## config.mk

```make
export PLATFORM = sky130hd
export DESIGN_NAME = apb2nmi_bridge_flat
export DESIGN_NICKNAME = d
export VERILOG_FILES = /design/src/rtl/apb2nmi_bridge_if.sv /design/src/rtl/apb2nmi_bridge.sv /design/src/flat_wrapper.sv
export SDC_FILE = /design/constraint.sdc
export NUM_CORES = 1
export LEC_CHECK = 0
export ABC_CLOCK_PERIOD_IN_PS = 2900
export BUFFER_PORTS_ARGS = -buffer_cell sky130_fd_sc_hd__buf_2
export CORE_MARGIN = 2
export CORE_UTILIZATION = 47
export CTS_CLUSTER_DIAMETER = 60
export DETAILED_ROUTE_END_ITERATION = 8
export GPL_TIMING_DRIVEN = 0
export HOLD_SLACK_MARGIN = 0.03
export PLACE_DENSITY = 0.8
export SYNTH_ARGS = -nofsm -noshare
export SYNTH_HDL_FRONTEND = slang
export SYNTH_SLANG_ARGS = --single-unit
```

## constraint.sdc

```tcl
create_clock -name clk_i -period 2.9 [get_ports clk_i]
set_clock_uncertainty 0.15 [all_clocks]
set_input_delay 0.58 -clock clk_i [delete_from_list [all_inputs] [get_ports clk_i]]
set_output_delay 0.58 -clock clk_i [all_outputs]
set_load 0.01 [all_outputs]
```

## src/rtl/apb2nmi_bridge_if.sv

```systemverilog
// APB4 responder signals plus NMI initiator signals for the APB-to-NMI bridge.
// slave is the bridge's view; master is the requester/memory-side view.
interface apb2nmi_bridge_if #(
  parameter int ADDR_WIDTH = 32
);
  logic [ADDR_WIDTH-1:0] paddr;
  logic [2:0]            pprot;
  logic                  psel;
  logic                  penable;
  logic                  pwrite;
  logic [31:0]           pwdata;
  logic [3:0]            pstrb;
  logic                  pready;
  logic [31:0]           prdata;
  logic                  pslverr;
  logic                  nmi_valid_o;
  logic [ADDR_WIDTH-1:0] nmi_addr_o;
  logic [31:0]           nmi_wdata_o;
  logic [3:0]            nmi_wstrb_o;
  logic [31:0]           nmi_rdata_i;
  logic                  nmi_ready_i;

  modport slave (
    input  paddr, pprot, psel, penable, pwrite, pwdata, pstrb,
    input  nmi_rdata_i, nmi_ready_i,
    output pready, prdata, pslverr,
    output nmi_valid_o, nmi_addr_o, nmi_wdata_o, nmi_wstrb_o
  );

  modport master (
    output paddr, pprot, psel, penable, pwrite, pwdata, pstrb,
    output nmi_rdata_i, nmi_ready_i,
    input  pready, prdata, pslverr,
    input  nmi_valid_o, nmi_addr_o, nmi_wdata_o, nmi_wstrb_o
  );
endinterface

```

## src/rtl/apb2nmi_bridge.sv

```systemverilog
// APB4 responder issuing one NMI transaction per transfer; pready one cycle after NMI ready (min 3-cycle APB transfer).
// Backpressure: APB is stalled (pready=0) while NMI valid waits, bounded by TIMEOUT_CYCLES, then a bus error.
module apb2nmi_bridge #(
  parameter int ADDR_WIDTH     = 32,
  parameter int TIMEOUT_CYCLES = 255
) (
  input  logic             clk_i,
  input  logic             rst_i,
  apb2nmi_bridge_if.slave  bus,
  output logic             timeout_o
);

  localparam int CNT_W = (TIMEOUT_CYCLES > 0) ? $clog2(TIMEOUT_CYCLES + 1) : 1;
  localparam logic [CNT_W-1:0] CNT_LAST = CNT_W'((TIMEOUT_CYCLES > 0) ? TIMEOUT_CYCLES - 1 : 0);
  localparam logic [CNT_W-1:0] CNT_MAX  = '1;

  typedef enum logic [1:0] {
    IDLE = 2'd0,
    REQ  = 2'd1,
    RESP = 2'd2
  } state_t;

  state_t                state;
  logic [CNT_W-1:0]      wait_cnt;
  logic                  pready_q;
  logic [31:0]           prdata_q;
  logic                  pslverr_q;
  logic                  valid_q;
  logic [ADDR_WIDTH-1:0] addr_q;
  logic [31:0]           wdata_q;
  logic [3:0]            wstrb_q;
  logic                  unused_inputs;

  // Protection bits and byte offset never reach the NMI side.
  assign unused_inputs = ^{bus.pprot, bus.paddr[1:0]};

  always_ff @(posedge clk_i) begin
    if (rst_i) begin
      state     <= IDLE;
      wait_cnt  <= '0;
      pready_q  <= 1'b0;
      prdata_q  <= '0;
      pslverr_q <= 1'b0;
      valid_q   <= 1'b0;
      addr_q    <= '0;
      wdata_q   <= '0;
      wstrb_q   <= '0;
      timeout_o <= 1'b0;
    end else begin
      timeout_o <= 1'b0;
      case (state)
        IDLE: begin
          if (bus.psel && bus.penable) begin
            // Access phase without a setup phase: reject without touching NMI.
            state     <= RESP;
            pready_q  <= 1'b1;
            prdata_q  <= '0;
            pslverr_q <= 1'b1;
          end else if (bus.psel) begin
            if (bus.pwrite && (bus.pstrb == 4'h0)) begin
              state     <= RESP;
              pready_q  <= 1'b1;
              prdata_q  <= '0;
              pslverr_q <= 1'b0;
            end else begin
              state    <= REQ;
              valid_q  <= 1'b1;
              wait_cnt <= '0;
              addr_q   <= {bus.paddr[ADDR_WIDTH-1:2], 2'b00};
              wdata_q  <= bus.pwdata;
              wstrb_q  <= bus.pwrite ? bus.pstrb : 4'h0;
            end
          end
        end
        REQ: begin
          // Ready is checked first so it wins in the final allowed cycle.
          if (bus.nmi_ready_i) begin
            state     <= RESP;
            valid_q   <= 1'b0;
            pready_q  <= 1'b1;
            prdata_q  <= (wstrb_q == 4'h0) ? bus.nmi_rdata_i : 32'h0;
            pslverr_q <= 1'b0;
          end else if ((TIMEOUT_CYCLES != 0) && (wait_cnt == CNT_LAST)) begin
            state     <= RESP;
            valid_q   <= 1'b0;
            pready_q  <= 1'b1;
            prdata_q  <= '0;
            pslverr_q <= 1'b1;
            timeout_o <= 1'b1;
          end else if (wait_cnt != CNT_MAX) begin
            wait_cnt <= wait_cnt + 1'b1;
          end
        end
        RESP: begin
          // Response completes regardless of psel; a dropped psel just discards it.
          state    <= IDLE;
          pready_q <= 1'b0;
        end
        default: begin
          state    <= IDLE;
          pready_q <= 1'b0;
          valid_q  <= 1'b0;
        end
      endcase
    end
  end

  assign bus.pready      = pready_q;
  assign bus.prdata      = prdata_q;
  assign bus.pslverr     = pslverr_q;
  assign bus.nmi_valid_o = valid_q;
  assign bus.nmi_addr_o  = addr_q;
  assign bus.nmi_wdata_o = wdata_q;
  assign bus.nmi_wstrb_o = wstrb_q;

endmodule

```

## src/flat_wrapper.sv

```systemverilog
// flat-port wrapper written by rule: the top's interface ports become plain ports
module apb2nmi_bridge_flat 
#(
  parameter int ADDR_WIDTH     = 32,
  parameter int TIMEOUT_CYCLES = 255
)
  (clk_i, rst_i, timeout_o, bus_paddr, bus_pprot, bus_psel, bus_penable, bus_pwrite, bus_pwdata, bus_pstrb, bus_nmi_rdata_i, bus_nmi_ready_i, bus_pready, bus_prdata, bus_pslverr, bus_nmi_valid_o, bus_nmi_addr_o, bus_nmi_wdata_o, bus_nmi_wstrb_o);
  apb2nmi_bridge_if #(.ADDR_WIDTH(ADDR_WIDTH)) bus_i ();
  input  logic clk_i;
  input  logic rst_i;
  output logic timeout_o;
  input wire logic [$bits(bus_i.paddr)-1:0] bus_paddr;
  input wire logic [$bits(bus_i.pprot)-1:0] bus_pprot;
  input wire logic [$bits(bus_i.psel)-1:0] bus_psel;
  input wire logic [$bits(bus_i.penable)-1:0] bus_penable;
  input wire logic [$bits(bus_i.pwrite)-1:0] bus_pwrite;
  input wire logic [$bits(bus_i.pwdata)-1:0] bus_pwdata;
  input wire logic [$bits(bus_i.pstrb)-1:0] bus_pstrb;
  input wire logic [$bits(bus_i.nmi_rdata_i)-1:0] bus_nmi_rdata_i;
  input wire logic [$bits(bus_i.nmi_ready_i)-1:0] bus_nmi_ready_i;
  output wire logic [$bits(bus_i.pready)-1:0] bus_pready;
  output wire logic [$bits(bus_i.prdata)-1:0] bus_prdata;
  output wire logic [$bits(bus_i.pslverr)-1:0] bus_pslverr;
  output wire logic [$bits(bus_i.nmi_valid_o)-1:0] bus_nmi_valid_o;
  output wire logic [$bits(bus_i.nmi_addr_o)-1:0] bus_nmi_addr_o;
  output wire logic [$bits(bus_i.nmi_wdata_o)-1:0] bus_nmi_wdata_o;
  output wire logic [$bits(bus_i.nmi_wstrb_o)-1:0] bus_nmi_wstrb_o;
  assign bus_i.paddr = bus_paddr;
  assign bus_i.pprot = bus_pprot;
  assign bus_i.psel = bus_psel;
  assign bus_i.penable = bus_penable;
  assign bus_i.pwrite = bus_pwrite;
  assign bus_i.pwdata = bus_pwdata;
  assign bus_i.pstrb = bus_pstrb;
  assign bus_i.nmi_rdata_i = bus_nmi_rdata_i;
  assign bus_i.nmi_ready_i = bus_nmi_ready_i;
  assign bus_pready = bus_i.pready;
  assign bus_prdata = bus_i.prdata;
  assign bus_pslverr = bus_i.pslverr;
  assign bus_nmi_valid_o = bus_i.nmi_valid_o;
  assign bus_nmi_addr_o = bus_i.nmi_addr_o;
  assign bus_nmi_wdata_o = bus_i.nmi_wdata_o;
  assign bus_nmi_wstrb_o = bus_i.nmi_wstrb_o;
  apb2nmi_bridge #(.ADDR_WIDTH(ADDR_WIDTH), .TIMEOUT_CYCLES(TIMEOUT_CYCLES)) u_core (.clk_i(clk_i), .rst_i(rst_i), .bus(bus_i), .timeout_o(timeout_o));
endmodule
```

==> results of run 1 <==
layout by cell type (no fill, tap or decap), drive strengths merged, types with 3 or more instances in the layout:
cell type / count
a22o: 32
buf: 229
nor3: 3
a211oi: 3
nand3: 9
a21oi: 73
nor2: 10
nand2: 134
inv: 5
nand2b: 3
nor2b: 3
a31oi: 3
nor4b: 3
clkbuf: 24
o21ai: 5
nand4: 4
o211ai: 3
dfxtp: 112
per-layer routing:
layer  GRT usage  routed length, um
met1       0.255               4650
met2       0.389               5280
met3      0.0723               1050
met4      0.0695                173
met5           0                  0
kinds of logic (layout without fill, tap and decap cells):
group                    Yosys count  after routing  synth area share
other                              1              2          0.000891
AO/OA/AOI/OAI                    132            132             0.206
buffers and inverters             41            262            0.0651
multiplexers                       2              2           0.00505
adder cells (fa/ha/maj)            2              2           0.00594
flip-flops                       112            112             0.533
AND/OR/NAND/NOR                  178            178             0.185
power by group:
group | switching, W | total (W) | internal [W]
Combinational | 0.000271 | 0.000484 | 0.000213
Sequential | 0.0000365 | 0.00165 | 0.00161
Clock | 0.000519 | 0.000929 | 0.000410
state kept, by name (all words and copies together), names as in the netlist:
register,count
u_core.state,2
u_core.wait_cnt,8
u_core.timeout_o,1
u_core.bus.nmi_valid_o,1
u_core.bus.nmi_addr_o,30
u_core.bus.prdata,32
u_core.bus.pready,1
u_core.bus.nmi_wdata_o,32
u_core.bus.pslverr,1
u_core.bus.nmi_wstrb_o,4
path summary, 6_finish.rpt:
check,end,slack (ns),depth (start not counted)
min reg2reg,u_core.bus.nmi_wdata_o[22],0.31,2
max reg2reg,u_core.wait_cnt[1],0.76,6
max,u_core.wait_cnt[1],0.76,6
min,u_core.bus.prdata[22],0.27,2
per-stage QoR:
step | total power (W) | utilization | instances
floorplan | 0.00196 | - | 469
finish | 0.00306 | 0.639 | 798
global route | 0.00320 | 0.639 | 798
CTS | 0.00308 | 0.639 | 798
detailed placement | 0.00217 | 0.616 | 782
global placement | 0.00216 | 0.616 | 782
area by class of cell:
cell class,count,area [sq um]
clock inverter,5,66.3
clock buffer,11,131
inverter,4,15.0
timing repair buffer,205,1030
multi-input combinational,316,1700
tap,108,135
fill,749,3150
buffer,37,259
sequential,112,2240
critical path: stages, from the launching register on:
cell and delay [ns]:
dfxtp_1 0.41, inv_1 0.09, ha_1 0.21, o211ai_1 0.24
o21ai_0 0.19, a21oi_2 0.38, mux2_1 0.36
==> impl_metrics.csv, run 1 <==
group,metric,value,unit
run_status,outcome,"complete, no violations",
power,ir_drop,0.337,mV
synth,synth_top_area_cell,"dfxtp_1",
synth,mappedNetlistArea,4210,sq um
finish,diodes,0,
placement,gp_congestion,0.931,
min_path,worstHoldPathType,"in -> reg",
detailed_routing,drcViolationCount,0,
cts,post_cts_buffers,0,
placement,portBuffers,205,
cts,htree_levels,3,
floorplan,start_util,0.483,
timing,timing.hold.ws,0.274,ns
timing,slew_headroom,0.620,
setup_path,worstPathArrival,2.24,ns
finish,area_growth,32.4,%
timing,setup_tns,0,ns
grt,track_usage,0.221,
synth,synth_edf_count,0,
cts,cts_root_buf,"clkbuf_8",
detailed_routing,vias,4084,
grt,grt_pass1_wl,17800,um
floorplan,die_x,98.6,um
timing,max_freq,467,MHz
run,cap_violations,0,
grt,antenna_found_initial,0,
finish,design_area,5570,sq um
grt,grt_start_max_net_pins,19,
timing,hold_viol,0,
timing,rsz0062_at_grt,"false",
cts,clk_latency,0.35,ns
setup_path,path_max_fanout,7,
floorplan,fp.dieH,98.6,um
placement,dp_slack,0.488,ns
synth,ys.flop_type,"dfxtp_1",
synth,async_reset_ff_frac,0,
timing,finalCriticalPeriod,2.14,ns
synth,ys_types,49,
detailed_routing,detail-route-antenna-nets,0,
detailed_routing,vias_per_cell,5.12,
finish,drive_gt1_frac,0.362,
synth,synthMostInstantiatedCell,"nand2_1",
power,power_density,550,nW/um^2
cts,numCtsBuffers,9,
synth,synth.ff_latch_count,112,
setup_path,cp.required,3.00,ns
timing,worstMarginPinSlew,0.570,ns
synth,avgSynthCellArea,8.99,sq um
timing,finalSetupViolations,0,
timing,slew_violations,0,
cts,cts_sinks,112,
detailed_routing,first_iter_violations,126,
synth,yosysTopAreaCellShare,0.533,
setup_path,critical_path_class,"reg -> reg",
floorplan,std_cell_rows,34,
cts,cts_hold_buf,0,
setup_path,endpoint_kind,"flop",
synth,synthTopCellsByArea,"dfxtp_1, nand2_1, a21oi_1",
synth,ys_seq_area_frac,0.533,
floorplan,pin_count,213,
timing,setup_ws,0.758,ns
cts,ctsResizeCount,0,
placement,place_area,5370,sq um
setup_path,crit_start,"u_core.wait_cnt[0]",
setup_path,reg2reg_from,"u_core.wait_cnt[0]",
detailed_routing,wl_per_cell,14.0,um
power,cellLeakagePower,2.61,nW
floorplan,coreArea,8720,sq um
finish,final_nets,796,
cts,cts.path.max_buffers,2,
detailed_routing,dr.pass1.iters,4,
cts,cts_tree,"yes",
cts,cts.clk_slew.worst_paths,0.10,ns
setup_path,crit_path_start_kind,"flop",
grt,grt_pass1_vias,3937,
floorplan,die_area,9730,sq um
timing,finalCritPeriodShare,0.739,
grt,gr-total-overflow,0,
synth,synthTopCellsByCount,"nand2_1, dfxtp_1, a21oi_1, a22o_1, buf_6",
min_path,min_from,"bus_nmi_rdata_i[22]",
synth,yosys_warnings,0,
placement,hpwl,8620,um
synth,syn_inst,468,
detailed_routing,drt_wl_total,11200,um
Power figures use the tool's default switching activity.
==> run 2, diff against run 1 <==
--- a/config.mk
+++ b/config.mk
@@ -5,15 +5,15 @@
 export SDC_FILE = /design/constraint.sdc
 export NUM_CORES = 1
 export LEC_CHECK = 0
-export ABC_CLOCK_PERIOD_IN_PS = 2900
+export ABC_CLOCK_PERIOD_IN_PS = 2100
 export BUFFER_PORTS_ARGS = -buffer_cell sky130_fd_sc_hd__buf_2
 export CORE_MARGIN = 2
-export CORE_UTILIZATION = 47
+export CORE_UTILIZATION = 45
 export CTS_CLUSTER_DIAMETER = 60
 export DETAILED_ROUTE_END_ITERATION = 8
 export GPL_TIMING_DRIVEN = 0
 export HOLD_SLACK_MARGIN = 0.03
-export PLACE_DENSITY = 0.8
+export PLACE_DENSITY = 0.77
 export SYNTH_ARGS = -nofsm -noshare
 export SYNTH_HDL_FRONTEND = slang
 export SYNTH_SLANG_ARGS = --single-unit
==> constraint.sdc (replaced) <==
create_clock -name clk_i -period 2.1 [get_ports clk_i]
set_clock_uncertainty 0.15 [all_clocks]
set_input_delay 0.42 -clock clk_i [delete_from_list [all_inputs] [get_ports clk_i]]
set_output_delay 0.42 -clock clk_i [all_outputs]
set_load 0.01 [all_outputs]
==> run 2 against run 1 <==
Compared with the run above: via count rose by 2.0%; maximum frequency grew 7.0%; sequential share of layout area fell by 0.10 points; clock-buffer cell count decreased by 1; design area rose by 0.31%; flip-flop and latch count did not move; power is 36% higher; utilization down 2.8 points.
==> impl_metrics.csv, run 2 (same netlist as run 1, synthesis figures left out) <==
group,metric,value,unit
run_status,outcome,"complete, no violations",
min_path,worstHoldPathType,"in -> reg",
grt,gr-total-overflow,0,
timing,finalCriticalPeriod,2.00,ns
cts,cts_sinks,112,
floorplan,fp.dieH,101,um
finish,diodes,0,
finish,final_cell_mix,"buf_2, nand2_1, dfxtp_1",
cts,cts_tree,"yes",
setup_path,path_max_fanout,6,
cts,clk_latency,0.38,ns
timing,finalCritPeriodShare,0.953,
placement,gp_congestion,0.872,
setup_path,endpoint_kind,"flop",
floorplan,die_x,101,um
grt,track_usage,0.219,
timing,worstMarginPinSlew,0.599,ns
power,ir_drop,0.384,mV
cts,cts_hold_buf,0,
finish,fillerInstances,817,
detailed_routing,detail-route-antenna-nets,0,
setup_path,crit_path_start_kind,"flop",
detailed_routing,vias_per_cell,5.19,
cts,htree_levels,3,
floorplan,start_util,0.460,
detailed_routing,first_iter_violations,192,
placement,hpwl,8900,um
setup_path,worstPathArrival,2.13,ns
grt,antenna_found_initial,0,
floorplan,coreArea,9150,sq um
floorplan,pin_count,213,
finish,area_growth,32.8,%
detailed_routing,vias,4167,
setup_path,cp.required,2.23,ns
finish,final_nets,798,
setup_path,cp_slowest_stage_delay,0.38,ns
cts,cts.clk_slew.worst_paths,0.12,ns
detailed_routing,wl_per_cell,14.5,um
timing,max_freq,499,MHz
timing,slew_headroom,0.601,
placement,portBuffers,205,
finish,drive_gt1_frac,0.370,
timing,hold_viol,0,
timing,timing.hold.ws,0.100,ns
grt,grt_start_max_net_pins,20,
timing,finalSetupViolations,0,
finish,mostFrequentLayoutCell,"buf_2",
cts,numCtsBuffers,9,
finish,final_core_util,0.611,
timing,slew_violations,0,
cts,cts.path.max_buffers,2,
floorplan,std_cell_rows,35,
power,power_density,746,nW/um^2
timing,rsz0062_at_grt,"false",
cts,cts_root_buf,"clkbuf_8",
grt,grt_pass1_wl,17800,um
run,cap_violations,0,
detailed_routing,drt_wl_total,11600,um
setup_path,worstPathCellList,"inv_1 -> ha_1 -> o211ai_1 -> o21ai_1 -> a21oi_2 -> mux2_1",
floorplan,die_area,10100,sq um
detailed_routing,drcViolationCount,0,
detailed_routing,dr.pass1.iters,4,
power,cellLeakagePower,2.62,nW
grt,grt_pass1_vias,3989,
setup_path,critical_path_class,"reg -> reg",
setup_path,cpMaxStageDelayCell,"dfxtp_2",
## run 2: cell count changes in the layout (fill, tap and decap cells not counted), sizes merged
cell	change
buf	+2
bufinv	-1
clkbuf	-1
inv	+2
## run 2: per-layer routing
layer  part of all wire  routed length (um)  global-route usage  up-vias
li1                   -                   -                   -     2046
met1               0.39                4550               0.236     1907
met2               0.48                5600               0.386      192
met3               0.11                1240              0.0999       22
met4              0.019                 223              0.0611        0
met5                  0                   0                   0        -
## run 2: critical path, delay by kind of cell, from the launching register on
family                   cells  cell delay [ns]
adder cells (fa/ha/maj)      1             0.22
multiplexers                 1             0.36
AO/OA/AOI/OAI                3             0.72
buffers and inverters        1             0.07
flip-flops                   1             0.38
## run 2: power by group
group          switching (W)  internal [W]  total (W)
combinational       0.000383      0.000303   0.000686
sequential         0.0000519       0.00223    0.00228
clock               0.000752      0.000450    0.00120
## run 2: cell type report
type / instances / area [sq um] / share of cell area
plain buffers: 37 / 259 / 0.0463
clock buffers: 10 / 128 / 0.0228
clock inverters: 6 / 50.0 / 0.00895
inverters: 4 / 15.0 / 0.00269
multi-input cells: 316 / 1710 / 0.307
flip-flops and latches: 112 / 2240 / 0.401
well taps: 111 / 139 / 0.0248
repair buffers: 207 / 1040 / 0.186
## run 2: path summary, 6_finish.rpt
path | from | end | slack [ns] | cells past startpoint
max | u_core.wait_cnt[0] | u_core.wait_cnt[1] | 0.1 | 6
min | bus_nmi_rdata_i[1] | u_core.bus.prdata[1] | 0.10 | 2
min reg2reg | u_core.bus.nmi_wdata_o[20] | u_core.bus.nmi_wdata_o[20] | 0.31 | 2
max reg2reg | u_core.wait_cnt[0] | u_core.wait_cnt[1] | 0.1 | 6
## run 2: metrics by stage
step                      std cells  total power (W)  setup WS, ns  TNS, ns  cell area, sq um
after floorplan                 469          0.00271         0.262        0              4210
after global placement          785          0.00298       -0.0564   -0.956              5380
after detailed placement        785          0.00300        -0.126    -2.29              5380
after CTS                       801          0.00419        0.0131        0              5560
after global routing            803          0.00437        0.0223        0              5590
final                           803          0.00417        0.0979        0              5590
## run 2: what timing repair did
item | CTS | global route
endpoints found under the hold margin | 0 | 0
setup endpoints to repair | 0 | 47
gates resized for setup | 0 | 5
setup buffers | 0 | 2
==> run 3, diff against run 2 <==
--- a/config.mk
+++ b/config.mk
@@ -7,13 +7,15 @@
 export LEC_CHECK = 0
 export ABC_CLOCK_PERIOD_IN_PS = 2100
 export BUFFER_PORTS_ARGS = -buffer_cell sky130_fd_sc_hd__buf_2
+export CELL_PAD_IN_SITES_DETAIL_PLACEMENT = 1
+export CELL_PAD_IN_SITES_GLOBAL_PLACEMENT = 2
 export CORE_MARGIN = 2
-export CORE_UTILIZATION = 45
+export CORE_UTILIZATION = 25
 export CTS_CLUSTER_DIAMETER = 60
 export DETAILED_ROUTE_END_ITERATION = 8
 export GPL_TIMING_DRIVEN = 0
 export HOLD_SLACK_MARGIN = 0.03
-export PLACE_DENSITY = 0.77
+export PLACE_DENSITY_LB_ADDON = 0.25
 export SYNTH_ARGS = -nofsm -noshare
 export SYNTH_HDL_FRONTEND = slang
 export SYNTH_SLANG_ARGS = --single-unit
==> run 3 against run 2 <==
Compared with the run above: largest power group unchanged; first-iteration DRC count down 44%; critical path depth is the same; critical endpoint unchanged; highest routed layer is now met5; wire length rose by 21%; sequential power hardly changed; clock power increased by 53%; flip-flop and latch count did not move; via count decreased by 0.79%; largest cell class unchanged; clock-buffer cell count is 1 lower; utilization shrank 26 points.
==> impl_metrics.csv, run 3 (same netlist as run 1, synthesis figures left out) <==
group,metric,value,unit
timing,slew_headroom,0.605,
placement,dp_slack,-0.437,ns
floorplan,coreArea,16500,sq um
setup_path,cp.required,2.20,ns
grt,grt_pass1_wl,22200,um
detailed_routing,drt_wl_total,14100,um
detailed_routing,first_iter_violations,108,
finish,fillerInstances,2033,
detailed_routing,vias,4134,
cts,clk_latency,0.36,ns
cts,cts_root_buf,"clkbuf_16",
timing,finalCritPeriodShare,0.933,
timing,setup_ws,0.141,ns
placement,portBuffers,205,
setup_path,path_max_fanout,5,
cts,cts_tree,"yes",
detailed_routing,vias_per_cell,4.52,
cts,numCtsBuffers,9,
grt,antenna_found_initial,4,
floorplan,die_x,134,um
setup_path,worstPathArrival,2.06,ns
power,power,0.00481,W
power,power_density,819,nW/um^2
detailed_routing,drcViolationCount,0,
cts,cts.path.max_buffers,2,
floorplan,die_area,17900,sq um
finish,drive_gt1_frac,0.371,
timing,worstMarginPinSlew,0.592,ns
run,cap_violations,0,
grt,grt_pass1_vias,4373,
power,internal-power,0.00349,W
power,clkPwrFrac,0.380,
power,p_switching,0.00132,W
grt,grt_start_max_net_pins,21,
setup_path,endpoint_kind,"flop",
finish,final_core_util,0.355,
power,ir_drop,0.396,mV
power,power.share.combinational,0.146,
grt,gr-total-overflow,0,
min_path,worstHoldPathType,"in -> reg",
floorplan,std_cell_rows,47,
run_status,outcome,"complete, no violations",
timing,slew_violations,0,
cts,cts_sinks,112,
finish,mostFrequentLayoutCell,"buf_2",
power,swShare,0.275,
timing,finalCriticalPeriod,1.96,ns
detailed_routing,dr.pass1.iters,4,
grt,track_usage,0.157,
power,p_seq_frac,0.474,
timing,rsz0062_at_grt,"false",
timing,hold_viol,0,
finish,area_growth,39.5,%
floorplan,pin_count,213,
setup_path,reg2reg_slack,0.14,ns
timing,timing.hold.ws,0.115,ns
placement,hpwl,10900,um
setup_path,crit_path_start_kind,"flop",
finish,final_nets,798,
power,cellLeakagePower,2.69,nW
finish,final_cell_mix,"buf_2, nand2_1, dfxtp_1",
timing,finalSetupViolations,0,
detailed_routing,wl_per_cell,15.4,um
placement,gp_congestion,0.764,
setup_path,critical_path_class,"reg -> reg",
floorplan,start_util,0.255,
detailed_routing,detail-route-antenna-nets,0,
timing,max_freq,510,MHz
floorplan,fp.dieH,134,um
cts,cts.clk_slew.worst_paths,0.08,ns
cts,htree_levels,3,
-- run 3: changes by cell type in the layout (fill, tap and decap cells not counted), moves of 2 or more --
| cell | delta |
|---|---|
| diode_2 | +2 |
| clkbuf_1 | -2 |
| clkbuf_16 | +9 |
| clkbuf_8 | -9 |
| clkinv_4 | +2 |
-- run 3: area by class of cell --
class | instances | area [sq um] | area share
flip-flops and latches | 112 | 2240 | 0.382
multi-input cells | 316 | 1720 | 0.293
repair buffers | 207 | 1040 | 0.177
well taps | 220 | 275 | 0.0469
plain buffers | 37 | 260 | 0.0443
clock buffers | 9 | 225 | 0.0383
clock inverters | 7 | 87.6 | 0.0149
inverters | 4 | 15.0 | 0.00256
diodes | 2 | 5.00 | 0.000852
-- run 3: timing repair --
action,4_1_cts,5_1_grt
hold buffers,0,0
endpoints found under the setup margin,21,55
gates resized for setup,1,4
pin swaps,1,0
buffers inserted,2,0
endpoints found under the hold margin,0,0
-- run 3: path summary, 6_finish.rpt --
| check | from | endpoint | cells after the start |
|---|---|---|---|
| setup / recovery | u_core.wait_cnt[0] | u_core.wait_cnt[1] | 6 |
| hold / removal | bus_nmi_rdata_i[24] | u_core.bus.prdata[24] | 2 |
| setup reg to reg | u_core.wait_cnt[0] | u_core.wait_cnt[1] | 6 |
| hold reg to reg | u_core.bus.nmi_wdata_o[26] | u_core.bus.nmi_wdata_o[26] | 2 |
-- run 3: power by group through the flow --
| stage | Combinational [W] | Clock (W) | Sequential [W] |
|---|---|---|---|
| 3_5_place_dp | 0.000697 | 0 | 0.00233 |
| 3_3_place_gp | 0.000683 | 0 | 0.00232 |
| 4_1_cts | 0.000709 | 0.00190 | 0.00228 |
| 6_report | 0.000702 | 0.00183 | 0.00228 |
| 2_1_floorplan | 0.000333 | 0 | 0.00237 |
| 5_1_grt | 0.000779 | 0.00200 | 0.00229 |
-- run 3: worst max-delay path: stages (launching register included) --
cell and delay, ns:
dfxtp_1 0.40, inv_1 0.08, ha_1 0.22, o211ai_1 0.21, o21ai_0 0.20, a21oi_2 0.27, mux2_1 0.33
-- run 3: layer usage --
metal,GRT usage,vias to the layer above,share of wire
met3,0.0620,20,0.10
li1,-,2045,-
met1,0.181,1926,0.42
met5,0,-,0.00099
met4,0.0585,2,0.017
met2,0.261,141,0.46
-- run 3: stage by stage --
stage	TNS (ns)	cells	cell area (sq um)
6_report	0	914	5870
5_1_grt	0	913	5870
4_1_cts	0	912	5840
3_5_place_dp	-10.42	894	5510
3_3_place_gp	-7.98	894	5510
2_1_floorplan	0	469	4210
